File: src/rtl/fir_gen_pipe.sv
// Transposed-form FIR with a serially loaded coefficient bank, pipelined multipliers
// and a rounded, saturated output register. Sample gaps freeze the adder chain.
module fir_gen_pipe #(
   parameter int W1    = 9,
   parameter int W2    = 18,
   parameter int W3    = 20,
   parameter int W4    = 11,
   parameter int L     = 4,
   parameter int MPIPE = 3,
   parameter int SHIFT = 8,
   parameter int ROUND = 1
) (
   input  logic          clk,
   input  logic          reset_n,
   input  logic          clr,
   input  logic          c_load,
   input  logic [W1-1:0] c_in,
   input  logic          x_valid,
   input  logic [W1-1:0] x_in,
   output logic          y_valid,
   output logic [W4-1:0] y_out,
   output logic          ovf
);

   localparam int RSH = (SHIFT > 0) ? SHIFT - 1 : 0;
   localparam logic signed [W3:0] RND_C =
      (ROUND != 0 && SHIFT > 0) ? ((W3+1)'(1) << RSH) : '0;
   localparam logic signed [W3:0] YMAX = (W3+1)'((64'sd1 <<< (W4-1)) - 64'sd1);
   localparam logic signed [W3:0] YMIN = (W3+1)'(-(64'sd1 <<< (W4-1)));

   logic signed [W1-1:0] coef [L];
   logic signed [W1-1:0] xr;
   logic                 xv;
   logic signed [W2-1:0] prod [MPIPE][L];
   logic [MPIPE-1:0]     pv;
   logic signed [W3-1:0] acc [L];
   logic                 av;
   logic signed [W3:0]   rnd;
   logic signed [W3:0]   shf;

   // Coefficient bank shifts toward c[0]; clr never touches it.
   always_ff @(posedge clk or negedge reset_n) begin
      if (!reset_n) begin
         for (int k = 0; k < L; k++) coef[k] <= '0;
      end else if (c_load) begin
         for (int k = 0; k < L-1; k++) coef[k] <= coef[k+1];
         coef[L-1] <= c_in;
      end
   end

   always_ff @(posedge clk or negedge reset_n) begin
      if (!reset_n) begin
         xr <= '0;
         xv <= 1'b0;
      end else if (clr) begin
         xr <= '0;
         xv <= 1'b0;
      end else begin
         xv <= x_valid;
         if (x_valid) xr <= x_in;
      end
   end

   // Stage 0 multiplies with the bank as it stands after any load on the capture edge.
   always_ff @(posedge clk or negedge reset_n) begin
      if (!reset_n) begin
         pv <= '0;
         for (int s = 0; s < MPIPE; s++)
            for (int k = 0; k < L; k++) prod[s][k] <= '0;
      end else if (clr) begin
         pv <= '0;
         for (int s = 0; s < MPIPE; s++)
            for (int k = 0; k < L; k++) prod[s][k] <= '0;
      end else begin
         pv[0] <= xv;
         if (xv)
            for (int k = 0; k < L; k++) prod[0][k] <= W2'(xr) * W2'(coef[k]);
         for (int s = 1; s < MPIPE; s++) begin
            pv[s] <= pv[s-1];
            for (int k = 0; k < L; k++) prod[s][k] <= prod[s-1][k];
         end
      end
   end

   always_ff @(posedge clk or negedge reset_n) begin
      if (!reset_n) begin
         av <= 1'b0;
         for (int k = 0; k < L; k++) acc[k] <= '0;
      end else if (clr) begin
         av <= 1'b0;
         for (int k = 0; k < L; k++) acc[k] <= '0;
      end else begin
         av <= pv[MPIPE-1];
         if (pv[MPIPE-1]) begin
            acc[L-1] <= W3'(prod[MPIPE-1][L-1]);
            for (int k = 0; k < L-1; k++)
               acc[k] <= W3'(prod[MPIPE-1][k]) + acc[k+1];
         end
      end
   end

   // One guard bit above the accumulator keeps the rounding add from wrapping.
   always_comb begin
      rnd = (W3+1)'(acc[0]) + RND_C;
      shf = rnd >>> SHIFT;
   end

   always_ff @(posedge clk or negedge reset_n) begin
      if (!reset_n) begin
         y_valid <= 1'b0;
         y_out   <= '0;
         ovf     <= 1'b0;
      end else if (clr) begin
         y_valid <= 1'b0;
         ovf     <= 1'b0;
      end else begin
         y_valid <= av;
         if (av) begin
            if (shf > YMAX) begin
               y_out <= YMAX[W4-1:0];
               ovf   <= 1'b1;
            end else if (shf < YMIN) begin
               y_out <= YMIN[W4-1:0];
               ovf   <= 1'b1;
            end else begin
               y_out <= shf[W4-1:0];
               ovf   <= 1'b0;
            end
         end
      end
   end

endmodule

File: config.mk
export PLATFORM = sky130hd
export DESIGN_NAME = fir_gen_pipe
export DESIGN_NICKNAME = d
export VERILOG_FILES = /design/src/rtl/fir_gen_pipe.sv
export SDC_FILE = /design/constraint.sdc
export NUM_CORES = 1
export LEC_CHECK = 0
export CAP_MARGIN = 20
export CORE_UTILIZATION = 50
export CTS_BUF_LIST = sky130_fd_sc_hd__clkbuf_4 sky130_fd_sc_hd__clkbuf_8
export CTS_CLUSTER_DIAMETER = 30
export DETAILED_ROUTE_END_ITERATION = 6
export DONT_BUFFER_PORTS = 1
export PLACE_DENSITY = 0.69
export REMOVE_ABC_BUFFERS = 1
export SYNTH_ARGS = -nofsm -noshare
export SYNTH_HDL_FRONTEND = slang
export SYNTH_SLANG_ARGS = --single-unit
File: constraint.sdc
create_clock -name clk -period 4.8 [get_ports clk]
set_input_delay 1.2 -clock clk [delete_from_list [all_inputs] [get_ports clk]]
set_output_delay 1.2 -clock clk [all_outputs]
set_load 0.01 [all_outputs]
Word level (Yosys, flattened, before mapping):

Index checks and enable logic that the tools add are counted.

* output and inout port bits: 13
* logic and storage cells: 59
* ROM bits: 0
* memories kept: 0
* bits in writable memories: 0
* register bits: 359
* bits in latches: 0

* add/subtract/negate cells: 4
* equality and inequality tests: 0
* multipliers: 4
* muxes and demuxes: 16
* shift operators: 0
* reductions and logical operators: 5
* bitwise gates (word level): 1
* $lt $le $gt $ge: 2
* div/mod/pow operators: 0

Operator list (number)
* 216-bit two-way mux: 1
* 80-bit two-way mux: 2
* 9-bit by 9-bit multiplier with 18-bit output: 4
* 72-bit two-way mux: 1
* 18-bit by 20-bit adder with 20-bit output: 3
* 11-bit two-way mux: 2
* 20-bit by 9-bit adder with 21-bit output, second input constant: 1
* 9-bit two-way mux: 2
* 13-bit by 11-bit > comparator with 1-bit output, second input constant: 1
* 13-bit by 11-bit less-than comparator with 1-bit output, second input constant: 1
* 2-bit nonzero test: 4
* 1-bit two-way mux: 7
* 3-bit two-way mux: 1
* 2-bit AND reduction: 1
* 1-bit NOT: 1

Logic depth before layout (Yosys ltp):

* word-level depth: 6
* depth in mapped cells: 22
* depth with buffers taken out: 20

Least setup slack after synthesis:

OpenSTA, ideal clock, no wires.

* path type: register -> register
* start: reg xr[7]
* end: reg, netlist name prod[177]
* data required time: 4.679 ns
* data arrival time: 5.083 ns
* cell stages (with the launch flop): 21
* setup time: 0.121 ns
* slack: -0.404 ns
* cell sequence: dfrtp_1 -> clkbuf_1 -> clkbuf_1 -> nand2_1 -> fa_1 -> inv_1 -> fa_1 -> inv_1 -> fa_1 -> inv_1 -> fa_1 -> ha_1 -> ha_1 -> nor2b_1 -> o21a_1 -> o21a_1 -> o41a_1 -> a41oi_1 -> nand2b_1 -> xor2_1 -> a22o_1

* cells in the longest elaborated chain, start to end: 3

Ends and longest elaborated chain
* from (decl): RTL line 32 `logic signed [W1-1:0] xr;`
* from (signal assigned): RTL line 60 `if (x_valid) xr <= x_in;`
* 9-bit by 9-bit multiplier with 18-bit output: RTL line 77 `for (int k = 0; k < L; k++) prod[0][k] <= W2'(xr) * W2'(coef[k]);`
* 72-bit two-way mux: RTL line 76 `if (xv)`
* 216-bit two-way mux: RTL line 70 `end else if (clr) begin`

Every way passes these cells. The select of a mux whose other input is x is not followed.
A chain may end at the register's enable or synchronous reset.

Worst setup path after layout:

* start: reg xr[3]
* end: reg, netlist name prod[159]

* cells in the longest elaborated chain, start to end: 3

Ends and longest elaborated chain (RTL line)
* 9-bit by 9-bit multiplier with 18-bit output: 77
* 72-bit two-way mux: 76
* 216-bit two-way mux: 70

Every way passes these cells. The select of a mux whose other input is x is not followed.

==> results.txt <==
status -> complete, but fails checks
failing checks -> design-rule violations, negative setup slack
worst path arrival time -> 5.52 ns
H-tree depth -> 3
maximum VDD drop -> 0.2900 mV
post-synth cell types -> 65
Required @ worst endpoint -> 5.34 ns
Worst setup EP type -> flop
Final Util -> 60.54%
Die H -> 234.1 um
Routed wire per std cell -> 17.54 um
R2R setup slack -> -0.19 ns
Crit Path Max Fanout -> 8
DPL Wire Length -> 43410 um
most frequent cells in the layout -> dfrtp_1 (338), inv_1 (269), fa_1 (262), buf_4 (190), nor2b_1 (183)
Finished Cell Area -> 32000 um^2
worst min path class -> primary input to async pin
final setup vio count -> 19
RSZ-0062 raised after global routing -> true
CTS Sinks -> 350
placed insts -> 3332
largest net degree at the start of global routing -> 351
# rows -> 84
synthesis-to-layout area growth -> 18.87%
vias per cell -> 5.274
Max Buffers Root-to-Sink -> 3
Top FF cell, synth -> dfrtp_1
P_leak -> 15.97 nW
fin. max-slew vios -> 0
commonest non-fill, non-tap cell in the layout -> dfrtp_1
Synthesis Warnings -> 0
PwrDens -> 456.0 nW/um^2
Max Cap Violations -> 0
first-pass GRT wire length -> 100700 um
cts hold-fix bufs -> 0
launching point of the worst reg2reg path -> xr[3]
DRT Wirelength -> 61840 um
Initial Util -> 50.93%
fin crit period -> 4.987 ns
initial antenna violation count -> 0
Final ANT Viol Nets -> 0
DRT iter0 DRCs -> 935
Die Wd -> 234.1 um
later-pin clock latency in the skew report -> 0.67 ns
Post-synth EDFFs -> 0
CTS buffer count -> 79
final setup skew -> 0.03053 ns
syn_area_per_cell -> 10.37 um^2
Post-Place Cell Area -> 28720 um^2
period utilization -> 103.9%
critical path class -> flop to flop
filler cell count in the final layout -> 4271
Seq/Total Area, Yosys -> 32.53%
Worst-path clk slew -> 0.06 ns
IO Pins -> 36
Finished Layout Cells -> 3525
gr usage total -> 23.38%
DR vias -> 18.59k
Critical Path Source Type -> flop
CTS tree -> yes
Seq cells post-synth -> 350
worst setup margin -> -0.1873 ns
final hold viol count -> 0
area of the die -> 54780 um^2
final RePlAce weighted congestion -> 0.8712
worst slew pin tran -> 1.095 ns
Gate Count Post-Synth -> 2597
Residual DRC -> 10
FFs w/ async S/R, synth -> 100.0%
fraction of layout cells with a size suffix above 1 -> 21.30%
NumNets Final -> 3288
total grt overflow -> 0
relative slew slack -> 26.75%
vias in the first global route -> 19.92k
hold slack final -> 0.2500 ns
PortBufs -> 0
drt pass-1 iters -> 7
r2r endpoint -> prod[159]
total core area -> 52870 um^2
worst r2r path cells -> 23
CTS root buf -> clkbuf_8
synthesized cell area -> 26920 um^2
Fmax -> 200.5 MHz
-- synth_stat cells, drive strengths merged (2+ instances only) --
master	n	share of area, %
xnor2	81	2.6
a221o	2	0.074
a21o	28	0.78
o41a	3	0.13
nor2	185	2.6
a311oi	4	0.15
nand2	193	2.7
a2111oi	5	0.28
nand4	6	0.14
a211oi	22	0.65
o21bai	5	0.14
mux2i	89	3.3
nor3	40	0.74
a31oi	4	0.093
nor3b	4	0.11
fa	282	21
and2	134	3.1
nand2b	10	0.23
a32o	5	0.19
o21ai	30	0.57
o21a	29	0.81
buf	20	0.29
or4	3	0.084
o211ai	14	0.39
or2	6	0.14
nor2b	187	4.3
a21oi	76	1.4
nand3	32	0.59
or3	11	0.26
dfrtp	350	33
a211o	2	0.065
xor2	22	0.72
and3	11	0.26
a41oi	4	0.13
a22o	14	0.46
mux2	41	1.7
ha	208	9.7
o41ai	7	0.23
clkbuf	113	1.6
inv	295	4.1
o31ai	6	0.17
-- what timing repair did --
| action | 4_1_cts | 5_1_grt |
|---|---|---|
| buffers inserted | 20 | 31 |
| setup endpoints to repair | 26 | 32 |
| resized for setup | 69 | 182 |
| hold endpoints to repair | 0 | 0 |
| pin swaps | 17 | 79 |
| gates cloned | 3 | 3 |
-- registers in the layout, indices dropped and copies added (netlist names) --
register	count
prod	216
acc	71
coef	36
y_out	11
xr	9
pv	3
av	1
ovf	1
xv	1
y_valid	1
-- metrics by stage --
step	setup TNS, ns	total power, mW	setup slack [ns]
6_report	-2.617	14.59	-0.1873
5_1_grt	-6.232	15.69	-0.3462
4_1_cts	-2.581	13.95	-0.2335
3_5_place_dp	-5.526	9.833	-0.3934
3_3_place_gp	-3.535	9.646	-0.3026
2_1_floorplan	-6.607	7.898	-0.4711
-- area by class of cell --
class | count | area, um^2 | share of cell area (%)
Clock buffer | 111 | 1440 | 4.500
Timing Repair Buffer | 230 | 2034 | 6.357
Inverter | 295 | 1110 | 3.468
Tap cell | 688 | 860.8 | 2.690
Clock inverter | 31 | 340.3 | 1.063
Sequential cell | 350 | 8773 | 27.41
Multi-Input combinational cell | 1819 | 17440 | 54.50
Antenna cell | 1 | 2.502 | 0.007819
-- worst max-delay path, cell delays in order, from the launching register on --
cell	delay, ns
dfrtp_2	0.44
buf_12	0.19
nand2_4	0.06
fa_1	0.55
inv_2	0.04
fa_1	0.49
ha_4	0.29
inv_2	0.04
fa_1	0.49
inv_1	0.04
ha_1	0.27
ha_2	0.18
inv_2	0.04
fa_2	0.42
nor2b_4	0.16
o21ai_4	0.07
a21oi_2	0.17
o41ai_2	0.08
buf_4	0.16
o21ai_4	0.18
buf_6	0.12
nor2_2	0.04
xnor2_2	0.14
a22o_1	0.20
-- kinds of logic (layout without fill, tap and decap cells) --
family | Yosys count | in the layout | share of synthesized area (%)
buf+inv | 428 | 667 | 5.976
other cells | 0 | 1 | 0
fa+ha+maj | 490 | 490 | 30.63
simple gates | 826 | 826 | 15.41
flops | 350 | 350 | 32.53
xor+xnor | 103 | 103 | 3.351
mux | 130 | 130 | 5.024
compound gates | 270 | 270 | 7.073
-- how the worst max path moves through the flow --
stage / end / slack [ns] / startpoint / cells past startpoint
after CTS: prod[160] / -0.23 / xr[7] / 19
after floorplan: prod[179] / -0.47 / xr[8] / 15
after detailed placement: prod[197] / -0.39 / xr[7] / 19
after global routing: prod[197] / -0.35 / xr[6] / 17
after global placement: prod[197] / -0.30 / xr[7] / 19
final: prod[159] / -0.19 / xr[3] / 23
-- power breakdown --
group | total, mW | switching (mW) | internal [mW]
Combinational | 7.40 | 3.76 | 3.64
Clock | 3.67 | 1.43 | 2.23
Sequential | 3.53 | 0.233 | 3.30
Total | 14.6 | 5.43 | 9.17
-- per-layer routing --
layer / up-vias / track usage, % / wire length (um)
li1: 8726 / - / -
met1: 9340 / 29.36 / 26310
met2: 394 / 40.73 / 31020
met3: 131 / 3.709 / 2603
met4: 0 / 8.320 / 1908
met5: - / 0 / 0
(Power assumes the default switching activity.)
